## src/rtl/uart_tx_frame.sv

```systemverilog
// UART frame transmitter: start, LSB-first data, optional parity, stop.
// Each bit is held for Prescale cycles of the oversampled UART clock.
module uart_tx_frame #(
  parameter int DATA_WIDTH = 8
) (
  input  logic                  CLK,
  input  logic                  RST,
  input  logic [DATA_WIDTH-1:0] P_DATA,
  input  logic                  Data_Valid,
  input  logic                  PAR_EN,
  input  logic                  PAR_TYP,
  input  logic [5:0]            Prescale,
  output logic                  TX_OUT,
  output logic                  Busy
);

  localparam int BW = (DATA_WIDTH > 1) ? $clog2(DATA_WIDTH) : 1;
  localparam logic [BW-1:0] LAST_BIT = BW'(DATA_WIDTH - 1);

  typedef enum logic [2:0] {
    IDLE,
    START,
    DATA,
    PARITY,
    STOP
  } state_t;

  state_t                r_state;
  state_t                w_next_state;
  logic [5:0]            r_edge_cnt;
  logic [5:0]            w_edge_next;
  logic [5:0]            r_prescale;
  logic [BW-1:0]         r_bit_cnt;
  logic [BW-1:0]         w_bit_next;
  logic [DATA_WIDTH-1:0] r_data;
  logic                  r_par_en;
  logic                  r_par_bit;
  logic                  w_last;
  logic                  w_accept;
  logic                  w_tx_next;

  // Prescale of 0 wraps to 63 here, giving 64 cycles per bit.
  assign w_last   = (r_edge_cnt == r_prescale - 6'd1);
  assign w_accept = (r_state == IDLE) && Data_Valid;

  always_comb begin
    w_next_state = r_state;
    w_bit_next   = r_bit_cnt;
    w_edge_next  = w_last ? 6'd0 : r_edge_cnt + 6'd1;
    case (r_state)
      IDLE: begin
        w_edge_next = 6'd0;
        w_bit_next  = '0;
        if (w_accept) w_next_state = START;
      end
      START: begin
        if (w_last) w_next_state = DATA;
      end
      DATA: begin
        if (w_last) begin
          if (r_bit_cnt == LAST_BIT) begin
            w_bit_next   = '0;
            w_next_state = r_par_en ? PARITY : STOP;
          end else begin
            w_bit_next = r_bit_cnt + 1'b1;
          end
        end
      end
      PARITY: begin
        if (w_last) w_next_state = STOP;
      end
      STOP: begin
        if (w_last) w_next_state = IDLE;
      end
      default: begin
        w_next_state = IDLE;
      end
    endcase
  end

  // Line value for the upcoming cycle, so TX_OUT is a plain flop.
  always_comb begin
    w_tx_next = 1'b1;
    case (w_next_state)
      START:   w_tx_next = 1'b0;
      DATA:    w_tx_next = r_data[w_bit_next];
      PARITY:  w_tx_next = r_par_bit;
      default: w_tx_next = 1'b1;
    endcase
  end

  always_ff @(posedge CLK or posedge RST) begin
    if (RST) begin
      r_state    <= IDLE;
      r_edge_cnt <= 6'd0;
      r_bit_cnt  <= '0;
      r_prescale <= 6'd0;
      r_data     <= '0;
      r_par_en   <= 1'b0;
      r_par_bit  <= 1'b0;
      TX_OUT     <= 1'b1;
      Busy       <= 1'b0;
    end else begin
      r_state    <= w_next_state;
      r_edge_cnt <= w_edge_next;
      r_bit_cnt  <= w_bit_next;
      TX_OUT     <= w_tx_next;
      Busy       <= (w_next_state != IDLE);
      if (w_accept) begin
        r_data     <= P_DATA;
        r_par_en   <= PAR_EN;
        r_prescale <= Prescale;
        r_par_bit  <= (^P_DATA) ^ PAR_TYP;
      end
    end
  end

endmodule
```

## config.mk

```make
export PLATFORM = sky130hd
export DESIGN_NAME = uart_tx_frame
export DESIGN_NICKNAME = d
export VERILOG_FILES = /design/src/rtl/uart_tx_frame.sv
export SDC_FILE = /design/constraint.sdc
export NUM_CORES = 1
export LEC_CHECK = 0
export BUFFER_PORTS_ARGS = -buffer_cell sky130_fd_sc_hd__buf_2
export CORE_MARGIN = 4
export CORE_UTILIZATION = 54
export CTS_CLUSTER_DIAMETER = 60
export DETAILED_ROUTE_END_ITERATION = 7
export HOLD_SLACK_MARGIN = 0.08
export PLACE_DENSITY_LB_ADDON = 0.05
export SETUP_SLACK_MARGIN = 0.1
export SYNTH_ARGS = -nofsm -noshare
export SYNTH_HDL_FRONTEND = slang
export SYNTH_SLANG_ARGS = --single-unit
```

## constraint.sdc

```tcl
create_clock -name CLK -period 6.2 [get_ports CLK]
set_input_delay 0.31 -clock CLK [delete_from_list [all_inputs] [get_ports CLK]]
set_output_delay 0.31 -clock CLK [all_outputs]
set_load 0.005 [all_outputs]
```

# [Yosys cells after proc, flatten, opt, wreduce, memory -nomap -nowiden]
# Cells that the tools add are included.
[totals] wordCells=43 reg_bits=30
[classes] add_sub_neg=3 eq_ne=9 bitwise_logic=1 magnitude_cmp=1 n_mux=16 reduce_logical=4
[ops] cell="$mux 3" n=9
[ops] cell="$pmux 3 s5" n=1
[ops] cell="$eq 3x2->1 const B" n=4
[ops] cell="$mux 6" n=2
[ops] cell="$reduce_xor 8->1" n=1
[ops] cell="$add 6x1->6 const B" n=1
[ops] cell="$eq 3x1->1 const B" n=2
[ops] cell="$eq 3x3->1 const B" n=2
[ops] cell="$eq 6x6->1" n=1
[ops] cell="$pmux 3 s2" n=1
[ops] cell="$sub 6x1->6 const B" n=1
[ops] cell="$lt 3x4->1 const B" n=1
[ops] cell="$add 3x1->3 const B" n=1
[ops] cell="$bmux 1 s3" n=1
[ops] cell="$logic_not 3->1" n=1
[ops] cell="$pmux 1 s3" n=1
[ops] cell="$reduce_bool 3->1" n=1
[ops] cell="$logic_and 1x1->1" n=1
[ops] cell="$mux 1" n=1
[ops] cell="$xor 1x1->1" n=1

# [Longest topological paths before layout]
[logic_depth] depth_word=7 depth_mapped=13 mapped_depth_nobuf=12

# [Worst setup path before layout]
# OpenSTA, ideal clock, no wires.
[synth_timing] path_kind="register to register" from="register r_prescale[0]" to="register Busy" stages_incl_launch_ff=13 path_buffers=1 synth_period_minus_slack_ns=2.586 required_ns=6.069 path_slack_ns=3.614 arrival_ns=2.455 setup_time_ns=0.131 cell_sequence="dfrtp_1 -> inv_1 -> ha_1 -> xor2_1 -> or4b_2 -> nand3_2 -> and2_4 -> buf_6 -> mux2i_1 -> nor2_1 -> nor2_1 -> inv_1 -> or3_1"
[synth_via] elab_chain_len=5 elab_cells_between_ends=8
[synth_rtl] item="start: declaration" line="32" text="logic [5:0] r_prescale;"
[synth_rtl] item="start signal: assignment" line="112" text="r_prescale <= Prescale;"
[synth_rtl] item="$sub 6x1->6 *" line="43" text="assign w_last = (r_edge_cnt == r_prescale - 6'd1);"
[synth_rtl] item="$eq 6x6->1 *" line="43"
[synth_rtl] item="$mux 3, on equally long branches"
[synth_rtl] item="$pmux 3 s5 *" line="50" text="case (r_state)"
[synth_rtl] item="named net w_next_state[0]" line="29" text="state_t w_next_state;"
[synth_rtl] item="$reduce_bool 3->1 *" line="108" text="Busy <= (w_next_state != IDLE);"
[synth_rtl] item="end signal: assignment" line="108"
[synth_rtl] item="end: declaration" line="14" text="output logic Busy"
# Mark *: on every way through the listed nets, which the timed path passes. The rest lies on a longest branch.
# A chain may end at the register's enable or synchronous reset.

# [Final worst setup path]
# Same ends and word-level chain as after synthesis.

==> flow_metrics.env <==
export IMPL_yosysWarnings=0
export IMPL_power_density_nw_per_um2=431
export IMPL_post_cts_buffers=0
export IMPL_min_delay_path_depth=3
export IMPL_hpwlAfterDp_mm=2.36
export IMPL_critPathCaptureType="register"
export IMPL_drive_gt1_share_pct=18.0
export IMPL_ant_nets=0
export IMPL_area_growth_synth_to_final_pct=10.2
export IMPL_setup_violations=0
export IMPL_layout_cells_non_filler=231
export IMPL_dpl_cell_area_sq_um=1750
export IMPL_post_route_cell_area_sq_um=1810
export IMPL_slew_violations=0
export IMPL_period_minus_slack_ps=2710
export IMPL_cpPeakStageDelay_ps=630
export IMPL_crit_type="register to register"
export IMPL_slew_headroom_pct=25.0
export IMPL_cp_max_fo=5
export IMPL_rr_endpoint="Busy$_DFF_PP0_"
export IMPL_synthTopCellsByCount="nand2_1, dfrtp_1, nor2_1, xnor2_1, xor2_1"
export IMPL_cts_tree="built"
export IMPL_globalplace_congestion=0.944
export IMPL_drt_pass1_iter_count=4
export IMPL_clock_sinks=30
export IMPL_dr_total_vias=1268
export IMPL_rrSetupSlack_ps=3490
export IMPL_worstPathRequired_ps=6400
export IMPL_grt_max_degree=31
export IMPL_max_clock_freq_ghz=0.369
export IMPL_hold_end="r_prescale[4]$_DFFE_PP0P_"
export IMPL_cts_path_max_buffers=2
export IMPL_wl_per_cell_um=13.8
export IMPL_synth_area_sq_um=1640
export IMPL_clkTransAtPathRegs_ps=90
export IMPL_cts_root_buf="clkbuf_4"
export IMPL_first_iter_violations=100
export IMPL_synth_area_leaders="dfrtp_1, nand2_1, xnor2_1"
export IMPL_synth_largest_area_cell="dfrtp_1"
export IMPL_worstMarginPinSlew_ps=1120
export IMPL_antenna_found_initial=0
export IMPL_fin_setup_tns_ps=0
export IMPL_synth_enable_flop_cells=0
export IMPL_rows=19
export IMPL_numCtsBuffers=5
export IMPL_grt_ovfl_total=0
export IMPL_synth_nets=201
export IMPL_drc=0
export IMPL_dieWidth_um=63.1
export IMPL_synth_flop_cell="dfrtp_1"
export IMPL_ys_ff_latch=30
export IMPL_hold_buffers=0
export IMPL_die_y_um=63.1
export IMPL_finalHoldViolCount=0
export IMPL_hold_start="Prescale[4]"
export IMPL_grt_use_total_pct=17.9
export IMPL_hold_class="primary input to register"
export IMPL_grt_pass1_wl_mm=5.54
export IMPL_rr_worst_depth=11
export IMPL_start_util_pct=58.0
export IMPL_worstSkewPairLatency_ps=330
export IMPL_route_final_wire_length_mm=3.18
export IMPL_synth_cell_types=37
export IMPL_place_inst=223
export IMPL_io_buffer_count=20
export IMPL_irDropWorstVdd_uv=241
export IMPL_cp_start_kind="register"
export IMPL_timing_critical_path_slowest_stage_cell="or4b_2"
export IMPL_period_share_pct=43.7
export IMPL_grt_pass1_vias=1271
export IMPL_cap_violations=0
export IMPL_fill_cells=254
export IMPL_syn_instance_count=178
export IMPL_rsz0062_at_grt="no"
export IMPL_diodes=0
export IMPL_core_area_sq_um=2830
export IMPL_cp_arrival_ps=2920
export IMPL_synth_top_area_share_pct=44.2
export IMPL_synth_area_per_cell_sq_um=9.22
export IMPL_h_tree_depth=2
export IMPL_synth_async_sr_flop_share_pct=100
export IMPL_synth_most_common_cell="nand2_1"
export IMPL_nets=222
export IMPL_leakagePower_nw=0.884
export IMPL_p_total_mw=0.780
export IMPL_seq_area_frac_synth_pct=45.8
export IMPL_vias_per_cell=5.49
export IMPL_cts_resized_gates=0
export IMPL_status="completed"
export IMPL_skew_ps=9.25
export IMPL_worstPathCellList="inv_1 -> ha_1 -> xor2_1 -> or4b_2 -> nand3_2 -> and2_4 -> mux2i_1 -> nor2_1 -> nor2_1 -> inv_1 -> or3_1"
export IMPL_io_pins=21
export IMPL_dieArea_sq_um=3990
export IMPL_worstReg2RegStart="r_prescale[0]$_DFFE_PP0P_"
[kinds of logic after synthesis]
family | Yosys count | synth area share [%]
adders and majority gates | 4 | 3.05
AOI/OAI and AO/OA | 19 | 7.85
xor gates and xnor gates | 19 | 10.1
muxes | 6 | 4.42
and+or+nand+nor | 87 | 25.2
buffers and inverters | 13 | 3.51
DFF | 30 | 45.8
[worst max path at each step]
stage | cells past startpoint | endpoint | start
floorplan | 12 | Busy$_DFF_PP0_ | r_prescale[0]$_DFFE_PP0P_
global placement | 11 | Busy$_DFF_PP0_ | r_prescale[0]$_DFFE_PP0P_
detailed placement | 11 | Busy$_DFF_PP0_ | r_prescale[0]$_DFFE_PP0P_
CTS | 11 | Busy$_DFF_PP0_ | r_prescale[0]$_DFFE_PP0P_
global route | 11 | Busy$_DFF_PP0_ | r_prescale[0]$_DFFE_PP0P_
finish | 11 | Busy$_DFF_PP0_ | r_prescale[0]$_DFFE_PP0P_
[flip-flops by register name, summed over array words and instances, names as in the netlist]
signal,flops
r_state,3
Busy,1
r_edge_cnt,6
r_par_bit,1
r_data,8
TX_OUT,1
r_bit_cnt,3
r_prescale,6
r_par_en,1
[metrics by stage]
stage	hold WS [ps]	util, %	worst slack (ps)
6_report	171	64.0	3490
5_1_grt	163	64.0	3320
4_1_cts	154	64.0	3490
3_5_place_dp	466	61.8	3520
3_3_place_gp	465	61.8	3590
2_1_floorplan	400	-	3610
[routing by layer]
layer  track usage, %  vias up  share of wire, %
li1                 -      637                 -
met1             22.8      591                48
met2             28.1       34                45
met3             5.51        6               5.3
met4             7.44        0               1.9
met5                0        -                 0
[cell usage in the layout (no fill, tap or decap), types with 2 or more instances in the layout]
cell type,Yosys,final
a21oi_1,3,3
a221o_1,2,2
a22oi_1,3,3
and3_1,3,3
buf_2,1,20
clkbuf_4,0,5
dfrtp_1,29,29
ha_1,4,4
inv_1,7,7
mux2i_1,5,5
nand2_1,48,48
nand3_1,5,5
nor2_1,15,15
nor2b_1,4,4
o21ai_0,5,5
o21ai_1,2,2
xnor2_1,11,11
xor2_1,8,8
[cell type report]
class | count | area (sq um) | share of cell area (%)
Clock buffer | 7 | 55.1 | 3.04
Clock inverter | 1 | 5.00 | 0.277
Inverter | 7 | 26.3 | 1.45
Multi-Input combinational cell | 135 | 832 | 46.0
Sequential cell | 30 | 752 | 41.6
Tap cell | 31 | 38.8 | 2.14
Timing Repair Buffer | 20 | 100 | 5.53
[critical path: cells and delay by family (launching register included)]
family	cells	cell delay (ps)
buffers and inverters	2	150
XOR/XNOR	1	160
adder cells (fa/ha/maj)	1	210
AND/OR/NAND/NOR	6	1430
flip-flops	1	410
multiplexers	1	220
[power breakdown]
group,internal (mW),leakage [nW],switching [mW],total (mW)
clock,0.0549,0.0353,0.0662,0.121
combinational,0.143,0.472,0.174,0.317
sequential,0.272,0.377,0.0697,0.342
total,0.470,0.884,0.310,0.780
Power figures use the tool's default switching activity.
